`src/rtl/alu_pkg.sv`:
```
// Shared ALU definitions: op-code encoding and the packed result record
// carried through the result FIFO.
package alu_pkg;

   localparam int DATA_W = 32;

   typedef enum logic [2:0] {
      OP_AND = 3'd0,
      OP_OR  = 3'd1,
      OP_XOR = 3'd2,
      OP_NOR = 3'd3,
      OP_ADD = 3'd4,
      OP_SUB = 3'd5,
      OP_SLT = 3'd6,
      OP_SLL = 3'd7
   } alu_op_e;

   typedef struct packed {
      logic [DATA_W-1:0] f;
      logic              zf;
      logic              of;
   } alu_res_t;

endpackage

```
`src/rtl/alu_stream_if.sv`:
```
// Request/result bus of alu_stream; the slave modport is the ALU side.
interface alu_stream_if;
   import alu_pkg::*;

   // Valid/ready: a transfer happens on the rising edge where valid && ready;
   // the source holds its payload stable while valid=1 and ready=0.
   logic              in_valid;
   logic              in_ready;
   logic [2:0]        in_op;
   logic [DATA_W-1:0] in_a;
   logic [DATA_W-1:0] in_b;
   logic              out_valid;
   logic              out_ready;
   logic [DATA_W-1:0] out_f;
   logic              out_zf;
   logic              out_of;

   modport slave (
      input  in_valid, in_op, in_a, in_b, out_ready,
      output in_ready, out_valid, out_f, out_zf, out_of
   );

   modport master (
      output in_valid, in_op, in_a, in_b, out_ready,
      input  in_ready, out_valid, out_f, out_zf, out_of
   );

endinterface

```
`src/rtl/alu_core.sv`:
```
// Purely combinational 32-bit ALU: A, B, op -> F, zero flag, signed overflow.
module alu_core
   import alu_pkg::*;
(
   input  logic [DATA_W-1:0] a,
   input  logic [DATA_W-1:0] b,
   input  alu_op_e           op,
   output logic [DATA_W-1:0] f,
   output logic              zf,
   output logic              of
);

   localparam int SH_W = $clog2(DATA_W);

   // One extra bit keeps the carry (add) or borrow (sub) out of the MSB.
   logic [DATA_W:0] wide;

   always_comb begin
      f    = '0;
      of   = 1'b0;
      wide = '0;
      case (op)
         OP_AND: f = a & b;
         OP_OR:  f = a | b;
         OP_XOR: f = a ^ b;
         OP_NOR: f = ~(a | b);
         OP_ADD: begin
            wide = {1'b0, a} + {1'b0, b};
            f    = wide[DATA_W-1:0];
            of   = a[DATA_W-1] ^ b[DATA_W-1] ^ wide[DATA_W-1] ^ wide[DATA_W];
         end
         OP_SUB: begin
            wide = {1'b0, a} - {1'b0, b};
            f    = wide[DATA_W-1:0];
            of   = a[DATA_W-1] ^ b[DATA_W-1] ^ wide[DATA_W-1] ^ wide[DATA_W];
         end
         OP_SLT: f = {{(DATA_W-1){1'b0}}, (a < b)};
         OP_SLL: f = (a >= DATA_W) ? '0 : (b << a[SH_W-1:0]);
         default: f = '0;
      endcase
   end

   assign zf = (f == '0);

endmodule

```
`src/rtl/alu_stream.sv`:
```
// Streaming ALU: each accepted request is evaluated and queued in a small
// result FIFO; accepted-op and overflow counters saturate and clear on cnt_clr.
module alu_stream
   import alu_pkg::*;
#(
   parameter int DEPTH = 2,
   parameter int CNT_W = 16
) (
   input  logic             clk,
   input  logic             rst,
   alu_stream_if.slave      bus,
   input  logic             cnt_clr,
   output logic [CNT_W-1:0] op_cnt,
   output logic [CNT_W-1:0] ovf_cnt
);

   localparam int PTR_W = $clog2(DEPTH);
   localparam int OCC_W = $clog2(DEPTH + 1);
   localparam logic [OCC_W-1:0] OCC_FULL = OCC_W'(DEPTH);

   alu_res_t          mem_q [DEPTH];
   alu_res_t          mem_d [DEPTH];
   logic [PTR_W-1:0]  wr_ptr_q, wr_ptr_d;
   logic [PTR_W-1:0]  rd_ptr_q, rd_ptr_d;
   logic [OCC_W-1:0]  occ_q, occ_d;
   logic              in_ready_q, in_ready_d;
   logic [CNT_W-1:0]  op_cnt_q, op_cnt_d;
   logic [CNT_W-1:0]  ovf_cnt_q, ovf_cnt_d;

   logic [DATA_W-1:0] core_f;
   logic              core_zf, core_of;
   alu_res_t          res, head;
   logic              push, pop, out_valid;

   alu_core u_core (
      .a  (bus.in_a),
      .b  (bus.in_b),
      .op (alu_op_e'(bus.in_op)),
      .f  (core_f),
      .zf (core_zf),
      .of (core_of)
   );

   assign res       = '{f: core_f, zf: core_zf, of: core_of};
   assign out_valid = (occ_q != '0);
   assign push      = bus.in_valid && in_ready_q;
   assign pop       = out_valid && bus.out_ready;

   always_comb begin
      mem_d     = mem_q;
      wr_ptr_d  = wr_ptr_q;
      rd_ptr_d  = rd_ptr_q;
      occ_d     = occ_q;
      op_cnt_d  = op_cnt_q;
      ovf_cnt_d = ovf_cnt_q;
      if (push) begin
         mem_d[wr_ptr_q] = res;
         wr_ptr_d        = wr_ptr_q + PTR_W'(1);
      end
      if (pop) begin
         rd_ptr_d = rd_ptr_q + PTR_W'(1);
      end
      case ({push, pop})
         2'b10:   occ_d = occ_q + OCC_W'(1);
         2'b01:   occ_d = occ_q - OCC_W'(1);
         default: occ_d = occ_q;
      endcase
      // Registered ready: depends only on next occupancy, never on out_ready combinationally.
      in_ready_d = (occ_d != OCC_FULL);
      if (cnt_clr) begin
         op_cnt_d  = '0;
         ovf_cnt_d = '0;
      end else if (push) begin
         if (op_cnt_q != '1) op_cnt_d = op_cnt_q + CNT_W'(1);
         if (core_of && (ovf_cnt_q != '1)) ovf_cnt_d = ovf_cnt_q + CNT_W'(1);
      end
   end

   always_ff @(posedge clk) begin
      if (rst) begin
         wr_ptr_q   <= '0;
         rd_ptr_q   <= '0;
         occ_q      <= '0;
         in_ready_q <= 1'b1;
         op_cnt_q   <= '0;
         ovf_cnt_q  <= '0;
      end else begin
         wr_ptr_q   <= wr_ptr_d;
         rd_ptr_q   <= rd_ptr_d;
         occ_q      <= occ_d;
         in_ready_q <= in_ready_d;
         op_cnt_q   <= op_cnt_d;
         ovf_cnt_q  <= ovf_cnt_d;
      end
   end

   // Storage needs no reset: outputs are masked to zero while the FIFO is empty.
   always_ff @(posedge clk) begin
      mem_q <= mem_d;
   end

   assign head          = mem_q[rd_ptr_q];
   assign bus.in_ready  = in_ready_q;
   assign bus.out_valid = out_valid;
   assign bus.out_f     = out_valid ? head.f  : '0;
   assign bus.out_zf    = out_valid ? head.zf : 1'b0;
   assign bus.out_of    = out_valid ? head.of : 1'b0;
   assign op_cnt        = op_cnt_q;
   assign ovf_cnt       = ovf_cnt_q;

endmodule

```
`src/flat_wrapper.sv`:
```
// flat-port wrapper written by rule: the top's interface ports become plain ports
module alu_stream_flat import alu_pkg::*;
#(
   parameter int DEPTH = 2,
   parameter int CNT_W = 16
)
  (clk, rst, cnt_clr, op_cnt, ovf_cnt, bus_in_valid, bus_in_op, bus_in_a, bus_in_b, bus_out_ready, bus_in_ready, bus_out_valid, bus_out_f, bus_out_zf, bus_out_of);
  alu_stream_if bus_i ();
  input  logic clk;
  input  logic rst;
  input  logic cnt_clr;
  output logic [CNT_W-1:0] op_cnt;
  output logic [CNT_W-1:0] ovf_cnt;
  input wire logic [$bits(bus_i.in_valid)-1:0] bus_in_valid;
  input wire logic [$bits(bus_i.in_op)-1:0] bus_in_op;
  input wire logic [$bits(bus_i.in_a)-1:0] bus_in_a;
  input wire logic [$bits(bus_i.in_b)-1:0] bus_in_b;
  input wire logic [$bits(bus_i.out_ready)-1:0] bus_out_ready;
  output wire logic [$bits(bus_i.in_ready)-1:0] bus_in_ready;
  output wire logic [$bits(bus_i.out_valid)-1:0] bus_out_valid;
  output wire logic [$bits(bus_i.out_f)-1:0] bus_out_f;
  output wire logic [$bits(bus_i.out_zf)-1:0] bus_out_zf;
  output wire logic [$bits(bus_i.out_of)-1:0] bus_out_of;
  assign bus_i.in_valid = bus_in_valid;
  assign bus_i.in_op = bus_in_op;
  assign bus_i.in_a = bus_in_a;
  assign bus_i.in_b = bus_in_b;
  assign bus_i.out_ready = bus_out_ready;
  assign bus_in_ready = bus_i.in_ready;
  assign bus_out_valid = bus_i.out_valid;
  assign bus_out_f = bus_i.out_f;
  assign bus_out_zf = bus_i.out_zf;
  assign bus_out_of = bus_i.out_of;
  alu_stream #(.DEPTH(DEPTH), .CNT_W(CNT_W)) u_core (.clk(clk), .rst(rst), .bus(bus_i), .cnt_clr(cnt_clr), .op_cnt(op_cnt), .ovf_cnt(ovf_cnt));
endmodule
```
`config.mk`:
```
export PLATFORM = sky130hd
export DESIGN_NAME = alu_stream_flat
export DESIGN_NICKNAME = d
export VERILOG_FILES = /design/src/rtl/alu_pkg.sv /design/src/rtl/alu_stream_if.sv /design/src/rtl/alu_core.sv /design/src/rtl/alu_stream.sv /design/src/flat_wrapper.sv
export SDC_FILE = /design/constraint.sdc
export NUM_CORES = 1
export LEC_CHECK = 0
export ABC_AREA = 1
export CAP_MARGIN = 10
export CORE_ASPECT_RATIO = 1.25
export CORE_UTILIZATION = 60
export DETAILED_ROUTE_END_ITERATION = 10
export GPL_ROUTABILITY_DRIVEN = 0
export PLACE_DENSITY = 0.84
export SLEW_MARGIN = 20
export SYNTH_ARGS = -nofsm -noshare
export SYNTH_HDL_FRONTEND = slang
export SYNTH_SLANG_ARGS = --single-unit
export TNS_END_PERCENT = 50
```
`constraint.sdc`:
```
create_clock -name clk -period 3.92 [get_ports clk]
set_input_delay 0.98 -clock clk [delete_from_list [all_inputs] [get_ports clk]]
set_output_delay 0.98 -clock clk [all_outputs]
set_load 0.02 [all_outputs]
```
* Yosys cells after proc, flatten, opt, wreduce, memory -nomap -nowiden
Cells that the tools add are included.
** Storage, ports and cells
- Bits in registers :: 105
- Input bits :: 72
- Output and inout bits :: 68
** Cells by class
- Add/sub/neg operators :: 8
- $lt $le $gt $ge :: 5
- Equality and inequality tests :: 12
- Shift-type cells :: 1
- Muxes and demuxes :: 13
- Bitwise operators :: 11
- Reduce and logical (&&, ||, !) cells :: 10
** Operators by type and width (count)
- 32-bit case mux with 8 select lines :: 1
- 34-bit two-way mux :: 4
- 68-bit bitwise mux :: 1
- 32-bit two-way mux :: 2
- 34-bit demux with 1-bit select :: 1
- 32-bit by 32-bit adder with 33-bit output :: 1
- 32-bit by 32-bit subtractor with 33-bit output :: 1
- 16-bit by 1-bit adder with 16-bit output (second input constant) :: 2
- 32-bit AND :: 1
- 32-bit by 6-bit >= comparator with 1-bit output (second input constant) :: 1
- 32-bit logical NOT :: 1
- 32-bit less-than comparator :: 1
- 16-bit inequality test (second input constant) :: 2
- 32-bit inverter :: 1
- 32-bit OR :: 1
- 32-bit by 5-bit left shift with 32-bit output :: 1
- 32-bit bitwise XOR :: 1
- 3-bit equality test (second input constant) :: 4
- 3-bit by 2-bit equality test with 1-bit output (second input constant) :: 2
- 1-bit bitwise XOR :: 5
- 2-bit >= comparator (second input constant) :: 2
- 1-bit logical AND :: 4
- 1-bit inverter with 2-bit output :: 2
- 2-bit case mux with 2 select lines :: 1
- 14 further kinds :: 17

* Logic depth before layout (Yosys ltp)
Gate-level depths: netlist (run 1).
- Word-level depth :: 6
- Depth in mapped cells :: 23
- Depth with buffers taken out :: 21

* Cells and area by module
From an unflattened synthesis (run 1), not the netlist that was laid out.
** Unflattened totals
- Cells, all modules :: 2474
- Area total of the unflattened synthesis :: 13858.3 um^2
** Modules (own cells, without submodules)
- alu_core :: times used 1, cells each 1956, area an instance 9203.8 um^2, sequential area each 0.0 um^2
- alu_stream :: times used 1, cells each 518, area an instance 4654.5 um^2, sequential area each 2782.7 um^2

* Worst setup path after synthesis (run 1)
OpenSTA, ideal clock, no wires.
- Kind :: in2reg
- From :: input port bus_in_a[3]
- To :: register u_core.ovf_cnt_q[13] (netlist: u_core.ovf_cnt[13])
- Arrival time :: 3.414 ns
- Required time :: 3.782 ns
- Slack :: 0.369 ns
- Stages on the path :: 20
- Path buffers :: 4
- Path through :: inv_1 clkbuf_1 clkbuf_1 ha_1 buf_6 or2_4 nand3_2 nand2_2 nand2_2 nand2_2 nand2_2 nand2_2 a21oi_2 nand2b_2 nand3_2 nand2_4 nand2_4 buf_12 nand2_2 a21oi_2
** Between the ends
- Cells in the longest elaborated chain, start to end :: 6
** RTL lines
- from (decl) :: RTL line flat_wrapper.sv:16 : input wire logic [$bits(bus_i.in_a)-1:0] bus_in_a;
- 32-bit by 32-bit subtractor with 33-bit output or 32-bit by 32-bit adder with 33-bit output (tied branches) :: RTL line alu_core.sv:33, alu_core.sv:28
- 1-bit bitwise XOR (on tied branches) (2 in series) :: RTL line alu_core.sv:35, alu_core.sv:30
- 1-bit case mux with 2 select lines * :: RTL line alu_core.sv:22 : case (op)
- 1-bit logical AND * :: RTL line alu_stream.sv:75 : if (core_of && (ovf_cnt_q != '1)) ovf_cnt_d = ovf_cnt_q + CNT_W'(1);
- 2-bit AND reduction (no line) *
- to (signal assigned) :: RTL line alu_stream.sv:93 : ovf_cnt_q <= ovf_cnt_d;
- to (decl) :: RTL line alu_stream.sv:28 : logic [CNT_W-1:0] ovf_cnt_q, ovf_cnt_d;
Mark *: on every way between the ends. The rest lies on a longest branch, timed or not.
A chain may end at the register's enable or synchronous reset.

* Worst setup path after layout (run 1)
- From :: input port bus_in_a[1]
- To :: register u_core.mem_q[35] (netlist name), data pin
** Between the ends
- Cells in the longest elaborated chain, start to end :: 5
** RTL lines
- 32-bit by 6-bit >= comparator with 1-bit output (tied with other cells) :: RTL line alu_core.sv:38 : OP_SLL: f = (a >= DATA_W) ? '0 : (b << a[SH_W-1:0]);
- 32-bit two-way mux or 32-bit inverter (tied branches) :: RTL line alu_core.sv:38, alu_core.sv:26
- 32-bit case mux with 8 select lines * :: RTL line alu_core.sv:22
- 32-bit logical NOT * :: RTL line alu_core.sv:43 : assign zf = (f == '0);
- named net u_core.core_zf :: RTL line alu_stream.sv:31 : logic core_zf, core_of;
- 68-bit bitwise mux * :: RTL line alu_stream.sv:57 : mem_d[wr_ptr_q] = res;
- to (signal assigned) :: RTL line alu_stream.sv:99 : mem_q <= mem_d;
- to (decl) :: RTL line alu_stream.sv:21 : alu_res_t mem_q [DEPTH];
Mark *: on every way through the listed nets, which the timed path passes. The rest lies on a longest branch.

==> out/metrics.yaml, run 1 <==
dp_cells: 2851
synth_nets: 2513
leakagePower_nw: 8.25
max_slew_margin_pct: 35.4
firstDrtPassIters: 6
path_cells: "clkdlybuf4s50_1, clkinv_1, ha_1, inv_1, nand2_1, nand2_1, buf_4, nand3_1, nand2_1, nand2_2, nand2_2, nand2_2, nand2_1, nand2_1, nand3_1, nand3_1, nand2_1, nand2_1, nor2_1, nand3_1, nor2_1"
clk_latency_ps: 350
finalHoldViolCount: 0
hold_path_class: "reg2reg"
regArea_um2: 2780
p_per_area_nw_per_um2: 290
die_w_um: 137
ir_drop_uv: 407
grt_first_pass_wirelength_um: 76600
cp_slowest_cell: "clkdlybuf4s50_1"
port_buffers: 139
rsz0062_at_grt: "no"
critical_path.max_stage_delay_ps: 490
fin_crit_ps: 3750
wire_per_inst_um: 17.3
num_vias: 16912
dieArea_um2: 23200
wl_um: 49700
rows: 61
syn-instance-count: 2331
syn-cell-area_um2: 13600
antenna_found_initial: 1
start_kind: "primary input"
drive_gt1_share_pct: 11.2
whs_path_depth: 2
drv_slew: 0
critPathCaptureType: "register"
area_delta_synth_final_pct: 22.1
path_max_fanout: 4
fp.dieH_um: 170
hold_ws_ps: 508
htreeDepth: 3
pin_count: 140
placeableCoreArea_um2: 22200
initial_utilization_pct: 61.2
grt_pass1_vias: 15647
cts_tree: "yes"
root_buffer: "clkbuf_16"
synth.distinct_cells: 54
synth_area_leaders: "nand2_1 (20%), edfxtp_1 (15%), nand3_1 (11%)"
finalCritPeriodShare_pct: 95.7
yosysWarnings: 0
nFillCells: 1835
vias_per_cell: 5.90
multi_input_area_um2: 9000
fmax_mhz: 267
crit_type: "in2reg"
nets: 2761
skew_ps: 5.17
crit_required_ps: 4120
arrival_ps: 3950
status: "finished, final reports clean"
drcViolationCount: 0
ys_ff_latch: 105
synth_area_per_cell_um2: 5.83
dp_hpwl_um: 39800
grt_max_degree: 36
cts_buffer_depth: 2
grt_overflow: 0
reg2regPathDepth: 13
grt_util_all_layers_pct: 42.8
synth_largest_area_cell: "nand2_1"
synth_top_area_share_pct: 20.4
crit_top_cell: "nand2_1"
seq_area_frac_synth_pct: 20.5
cts-buffers-inserted: 9
max_cap_violations: 0
drt_iter0_markers: 2079
cts_setup_buffers: 0
cts.reportedPaths.clkPinSlew_ps: 70
tightest_slew_ps: 968
fin_setup_tns_ps: 0
finalSetupViolations: 0
fin_cells: 2867
diodes: 0
ant_nets: 0
final_util_pct: 74.7
cts_sinks: 105
synth_stat cells (all sizes together):
cell / instances
o221ai: 5
o21bai: 9
clkinv: 5
o21ai: 66
and2: 4
a21o: 1
o211a: 1
nand4: 25
ha: 108
or2: 10
nand2b: 1
o21a: 5
a22oi: 1
a211oi: 11
nor3: 26
xor2: 7
dfxtp: 37
a21boi: 1
a41oi: 1
buf: 55
nand3: 310
clkbuf: 34
nor3b: 4
and3: 3
nand3b: 3
nor4: 6
inv: 348
edfxtp: 68
fa: 2
xnor2: 8
a21oi: 132
dlygate4sd1: 1
o22ai: 1
nor2: 248
o211ai: 14
nand2: 763
a31oi: 5
a221oi: 2
metrics by stage:
stage / area [um2] / power (mW) / setup WS [ps]
after global routing: 16600 / 5.07 / 22.1
final: 16600 / 4.81 / 168
after global placement: 16300 / 3.82 / -32.9
after CTS: 16600 / 4.75 / 220
after detailed placement: 16300 / 3.88 / -134
after floorplan: 13600 / 2.85 / 369
per-layer routing:
layer | up-vias | track usage, % | wire length (um)
met5 | - | 0 | 15
met4 | 2 | 33.0 | 4230
met3 | 314 | 7.12 | 5480
met2 | 1212 | 70.4 | 22300
met1 | 7445 | 49.1 | 17600
li1 | 7939 | - | -
sequential cells by signal (all words and copies together) (netlist names):
name and count:
u_core.mem_q 68, u_core.op_cnt 16, u_core.ovf_cnt 16, u_core.occ_q 2, u_core.bus.in_ready 1, u_core.rd_ptr_q 1, u_core.wr_ptr_q 1
path summary, 6_finish.rpt:
check                         from           endpoint  slack (ps)
setup / recovery       bus_in_a[1]   u_core.mem_q[35]         170
hold reg to reg   u_core.op_cnt[0]   u_core.op_cnt[0]         510
setup reg to reg  u_core.op_cnt[0]  u_core.op_cnt[15]        1350
hold / removal    u_core.op_cnt[0]   u_core.op_cnt[0]         510
final cells by class:
| class | count | area share (%) |
|---|---|---|
| clock buffer | 10 | 1.38 |
| clock inverter | 6 | 0.347 |
| inverter | 353 | 7.99 |
| multi-input combinational | 1783 | 54.3 |
| sequential | 105 | 16.8 |
| tap | 283 | 2.13 |
| timing repair buffer | 327 | 17.1 |
critical path: cells and delay by family:
kind,cells,cell delay [ps]
adders and majority gates,1,370
and+or+nand+nor,16,1710
buffers and inverters,4,880
placed cells by master, fill, tap and decap left out, drive strengths merged, types with 2 or more instances in the layout:
cell / count
fa: 2
nor3b: 4
a211oi: 11
o21bai: 9
o21ai: 66
dfxtp: 37
o21a: 5
clkbuf: 10
o221ai: 5
nor4: 6
inv: 352
or2: 10
a21oi: 132
xor2: 7
nand2: 763
nor2: 248
a31oi: 5
nand3: 310
and2: 4
nor3: 26
nand4: 25
clkdlybuf4s50: 139
ha: 108
clkinv: 7
a221oi: 2
nand3b: 3
o211ai: 14
buf: 188
and3: 3
edfxtp: 68
xnor2: 8
cell families (layout without fill, tap and decap cells):
group,count (synthesis),after routing,synth area share [%]
and+or+nand+nor,1403,1403,43.9
buffers and inverters,443,696,13.5
AOI/OAI and AO/OA,255,255,10.9
adders and majority gates,110,110,10.2
DFF,105,105,20.5
xor gates and xnor gates,15,15,0.967
timing repair:
action | 4_1_cts | 5_1_grt
hold buffers | 0 | 0
gates resized for setup | 0 | 2
setup endpoints to repair | 0 | 4
where the power goes:
| part | internal [mW] | switching (mW) |
|---|---|---|
| logic | 0.948 | 1.62 |
| clock network | 0.447 | 0.416 |
| registers | 1.34 | 0.0451 |
(Power assumes the default switching activity.)
==> run 2: changes to the inputs <==
--- a/config.mk
+++ b/config.mk
@@ -5,13 +5,12 @@
 export SDC_FILE = /design/constraint.sdc
 export NUM_CORES = 1
 export LEC_CHECK = 0
-export ABC_AREA = 1
 export CAP_MARGIN = 10
 export CORE_ASPECT_RATIO = 1.25
-export CORE_UTILIZATION = 60
+export CORE_UTILIZATION = 59
 export DETAILED_ROUTE_END_ITERATION = 10
 export GPL_ROUTABILITY_DRIVEN = 0
-export PLACE_DENSITY = 0.84
+export PLACE_DENSITY = 0.83
 export SLEW_MARGIN = 20
 export SYNTH_ARGS = -nofsm -noshare
 export SYNTH_HDL_FRONTEND = slang
==> run 2 against run 1 <==
The run now fails in global routing. Area after synthesis decreased by 10%. Synthesized cell count decreased by 36%.
==> out/metrics.yaml, run 2 <==
status: "aborted with a tool error"
lastStage: "global routing"
toolErrorMsg: "[ERROR GRT-0116] Global routing finished with congestion. Check the congestion regions in the DRC Viewer."
yosysWarnings: 0  # unchanged
rows: 58  # -4.9%
cts-buffers-inserted: 9  # unchanged
grt_overflow: 374
die_w_um: 131  # -4.3%
placed_cell_area_um2: 17200  # +5.3%
synth_edf_count: 68  # unchanged
dp_hpwl_um: 42000  # +5.4%
synth-async-reset-ratio_pct: 0  # unchanged
synth_largest_area_cell: "edfxtp_1"
seq_area_frac_synth_pct: 22.8  # +2.3 points
syn-cell-area_um2: 12200  # -10%
grt_max_degree: 37
cts_sinks: 105  # unchanged
grt_util_all_layers_pct: 87.6
synth_area_leaders: "edfxtp_1 (17%), ha_1 (11%), mux2i_1 (6.1%)"
syn-instance-count: 1498  # -36%
synth_ff_type: "edfxtp_1"
grt_first_pass_wirelength_um: 141000
port_buffers: 139  # unchanged
htreeDepth: 3  # unchanged
cts_buffer_depth: 2  # unchanged
initial_utilization_pct: 60.5  # -0.62 points
dp_cells: 2277  # -20%
root_buffer: "clkbuf_16"
synth_top_area_share_pct: 16.7  # -3.7 points
synth.distinct_cells: 89  # +65%
pin_count: 140  # unchanged
fp.dieH_um: 163  # -4.3%
yosysMostFrequentCell: "nor2_1"
synth_area_per_cell_um2: 8.15  # +40%
synth_commonest_cells: "nor2_1 (165), a21oi_1 (110), ha_1 (108)"
grt_pass1_vias: 21519
synth_nets: 1680  # -33%
ys_ff_latch: 105  # unchanged
-- run 2: cell count changes after synthesis, sizes merged, moves of 21 or more --
cell / delta
mux2i: +75
xnor2: +46
a21oi: -21
nand3: -277
nand2: -656
mux4: +24
o22ai: +22
inv: -249
nor2: -81
-- run 2: what timing repair did --
action,4_1_cts
cloned,0
buffers inserted,74
hold endpoints to repair,0
gates resized for setup,385
hold buffers,0
setup endpoints to repair,42
pin swaps,90
-- run 2: per-layer routing --
metal  global-route usage, %  GRT overflow
met1                    84.7             6
met2                     100           212
met3                    77.5            13
met4                    91.1           141
met5                    50.7             2
-- run 2: cell families after synthesis --
kind of cell	after synthesis	synth area share (%)
simple gates	479	19.0
fa+ha+maj	110	11.4
flops	105	22.8
buf+inv	191	6.36
compound gates	430	23.7
mux	109	11.5
xor+xnor	74	5.31
-- run 2: stage by stage --
stage                     setup WS, ps  hold WS, ps
after global placement            -895          483
after detailed placement         -1270          511
after CTS                         -138          521
after floorplan                   -205          469
==> run 3: changes to the inputs <==
--- a/config.mk
+++ b/config.mk
@@ -6,11 +6,10 @@
 export NUM_CORES = 1
 export LEC_CHECK = 0
 export CAP_MARGIN = 10
-export CORE_ASPECT_RATIO = 1.25
-export CORE_UTILIZATION = 59
+export CORE_UTILIZATION = 40
 export DETAILED_ROUTE_END_ITERATION = 10
 export GPL_ROUTABILITY_DRIVEN = 0
-export PLACE_DENSITY = 0.83
+export PLACE_DENSITY_LB_ADDON = 0.15
 export SLEW_MARGIN = 20
 export SYNTH_ARGS = -nofsm -noshare
 export SYNTH_HDL_FRONTEND = slang
==> run 3 against run 2 <==
The flow now finishes, with violations (negative setup slack). Synthesized cell count is the same. Area after synthesis is the same.
==> out/metrics.yaml, run 3 <==
firstDrtPassIters: 6
diodes: 0
finalSetupViolations: 8
syn-cell-area_um2: 12200  # unchanged
path_cells: "dlygate4sd2_1, inv_2, ha_4, buf_4, nor2_4, o311ai_4, a31oi_2, buf_4, o211ai_4, buf_12, nand3_4, a31oi_4, o221ai_2, a21oi_2, or4b_4, or4_4, nor2_4"
synth-async-reset-ratio_pct: 0  # unchanged
synth_area_leaders: "edfxtp_1 (17%), ha_1 (11%), mux2i_1 (6.1%)"
cts_buffer_depth: 2  # unchanged
pin_count: 140  # unchanged
design_area_um2: 20000
placeableCoreArea_um2: 29900
crit_required_ps: 4120
port_buffers: 139  # unchanged
synth_ff_type: "edfxtp_1"
synth_largest_area_cell: "edfxtp_1"
max_slew_margin_pct: 45.1
grt_first_pass_wirelength_um: 80000
crit_type: "in2reg"
met2_usage_pct: 52.6
clk_latency_ps: 350
num_vias: 14984
hold_path_class: "reg2reg"
grt_max_degree: 36
fp.dieH_um: 177  # +8.5%
fin_cells: 2537
skew_ps: 9.54
grt.met1_usage_pct: 42.2
cts_sinks: 105  # unchanged
synth_edf_count: 68  # unchanged
largest_reg_flops: 68
synth_area_per_cell_um2: 8.15  # unchanged
die_w_um: 177  # +35%
regMostFlops: "u_core.mem_q"
leakagePower_nw: 8.35
grt_util_all_layers_pct: 33.3
synth_nets: 1680  # unchanged
nets: 2324
drcViolationCount: 0
ir_drop_uv: 241
dp_cells: 2436  # +7.0%
violations: "negative setup slack"
finalCritPeriodShare_pct: 104
synth_commonest_cells: "nor2_1 (165), a21oi_1 (110), ha_1 (108)"
critical_path.max_stage_delay_ps: 550
rows: 63  # +8.6%
critPathCaptureType: "register"
tightest_slew_ps: 815
yosysMostFrequentCell: "nor2_1"
status: "finished with violations"
drv_slew: 0
grt_pass1_vias: 14361
fin_crit_ps: 4060
max_cap_violations: 0
place_ws_ps: -1110  # +159 ps
setup_slack_ps: -143
synth_top_area_share_pct: 16.7  # unchanged
p_per_area_nw_per_um2: 290
drive_gt1_share_pct: 42.5
cts_tree: "yes"
mostFrequentLayoutCell: "buf_4"
root_buffer: "clkbuf_16"
finalHoldViolCount: 0
ant_nets: 0
busiest_layer: "met2"
grt_overflow: 0
fmax_mhz: 246
htreeDepth: 3  # unchanged
area_delta_synth_final_pct: 63.6
cts-buffers-inserted: 9  # unchanged
path_max_fanout: 5
dp_hpwl_um: 41700  # -0.63%
cts.reportedPaths.clkPinSlew_ps: 70
synth.distinct_cells: 89  # unchanged
r2r_setup_slack_ps: 1380
rsz0062_at_grt: "yes"
arrival_ps: 4270
antenna_found_initial: 0
drt_iter0_markers: 1640
yosysWarnings: 0  # unchanged
vias_per_cell: 5.91
cp_slowest_cell: "or4_4"
initial_utilization_pct: 40.9  # -20 points
ys_ff_latch: 105  # unchanged
finalPower_mw: 5.78
use_met3_pct: 6.36
seq_area_frac_synth_pct: 22.8  # unchanged
final_cell_mix: "buf_4 (543), nor2_1 (151), nand2_1 (103)"
wl_um: 53700
wire_per_inst_um: 21.2
dieArea_um2: 31200
placed_cell_area_um2: 17600  # +2.6%
start_kind: "primary input"
syn-instance-count: 1498  # unchanged
[run 3: final timing paths]
kind,start,endpoint,depth (start not counted)
worst min register to register,u_core.op_cnt[12],u_core.op_cnt[12],2
worst max-delay path,bus_in_b[9],u_core.mem_q[35],17
worst max register to register,u_core.ovf_cnt[2],u_core.ovf_cnt[9],11
worst min-delay path,u_core.op_cnt[12],u_core.op_cnt[12],2
[run 3: logic make-up after synthesis]
| logic type | count (synthesis) | synth area share [%] |
|---|---|---|
| and+or+nand+nor | 479 | 19.0 |
| xor gates and xnor gates | 74 | 5.31 |
| adders and majority gates | 110 | 11.4 |
| muxes | 109 | 11.5 |
| AOI/OAI and AO/OA | 430 | 23.7 |
| DFF | 105 | 22.8 |
| buffers and inverters | 191 | 6.36 |
[run 3: layout make-up]
class,instances,area (um2)
Inverter,101,415
Timing Repair Buffer,723,5920
Multi-Input combinational cell,1202,10100
Clock inverter,6,55.1
Fill cell,2464,9900
Clock buffer,10,250
Sequential cell,105,2780
Tap cell,390,488
[run 3: what timing repair did]
| action | CTS | global route |
|---|---|---|
| pin swaps | 104 | 87 |
| buffers inserted | 62 | 29 |
| gates cloned | 0 | 1 |
| hold buffers | 0 | 0 |
| gates resized for setup | 365 | 120 |
| setup endpoints to repair | 48 | 20 |
[run 3: routing by layer]
metal  up-vias  share of wire [%]
li1       6815                  -
met1      7045                 39
met2       886                 44
met3       238                 10
met4         0                6.5
met5         -                  0
[run 3: worst max-delay path, delay by kind of cell]
kind	cells	cell delay [ps]
AO/OA/AOI/OAI	6	800
buffers and inverters	5	840
adder cells (fa/ha/maj)	1	220
AND/OR/NAND/NOR	5	1410
[run 3: through the flow]
stage | hold WS [ps] | utilization (%) | setup TNS, ps
final | 508 | 66.9 | -390
after global routing | 533 | 66.9 | -1520
after floorplan | 469 | - | -831
after detailed placement | 493 | 58.9 | -37470
after CTS | 504 | 65.0 | 0
after global placement | 480 | 58.9 | -35240
[run 3: report_power, final]
group	switching (mW)	total [mW]	internal [mW]
clock	0.418	0.903	0.484
sequential	0.0580	1.42	1.37
combinational	1.82	3.46	1.64
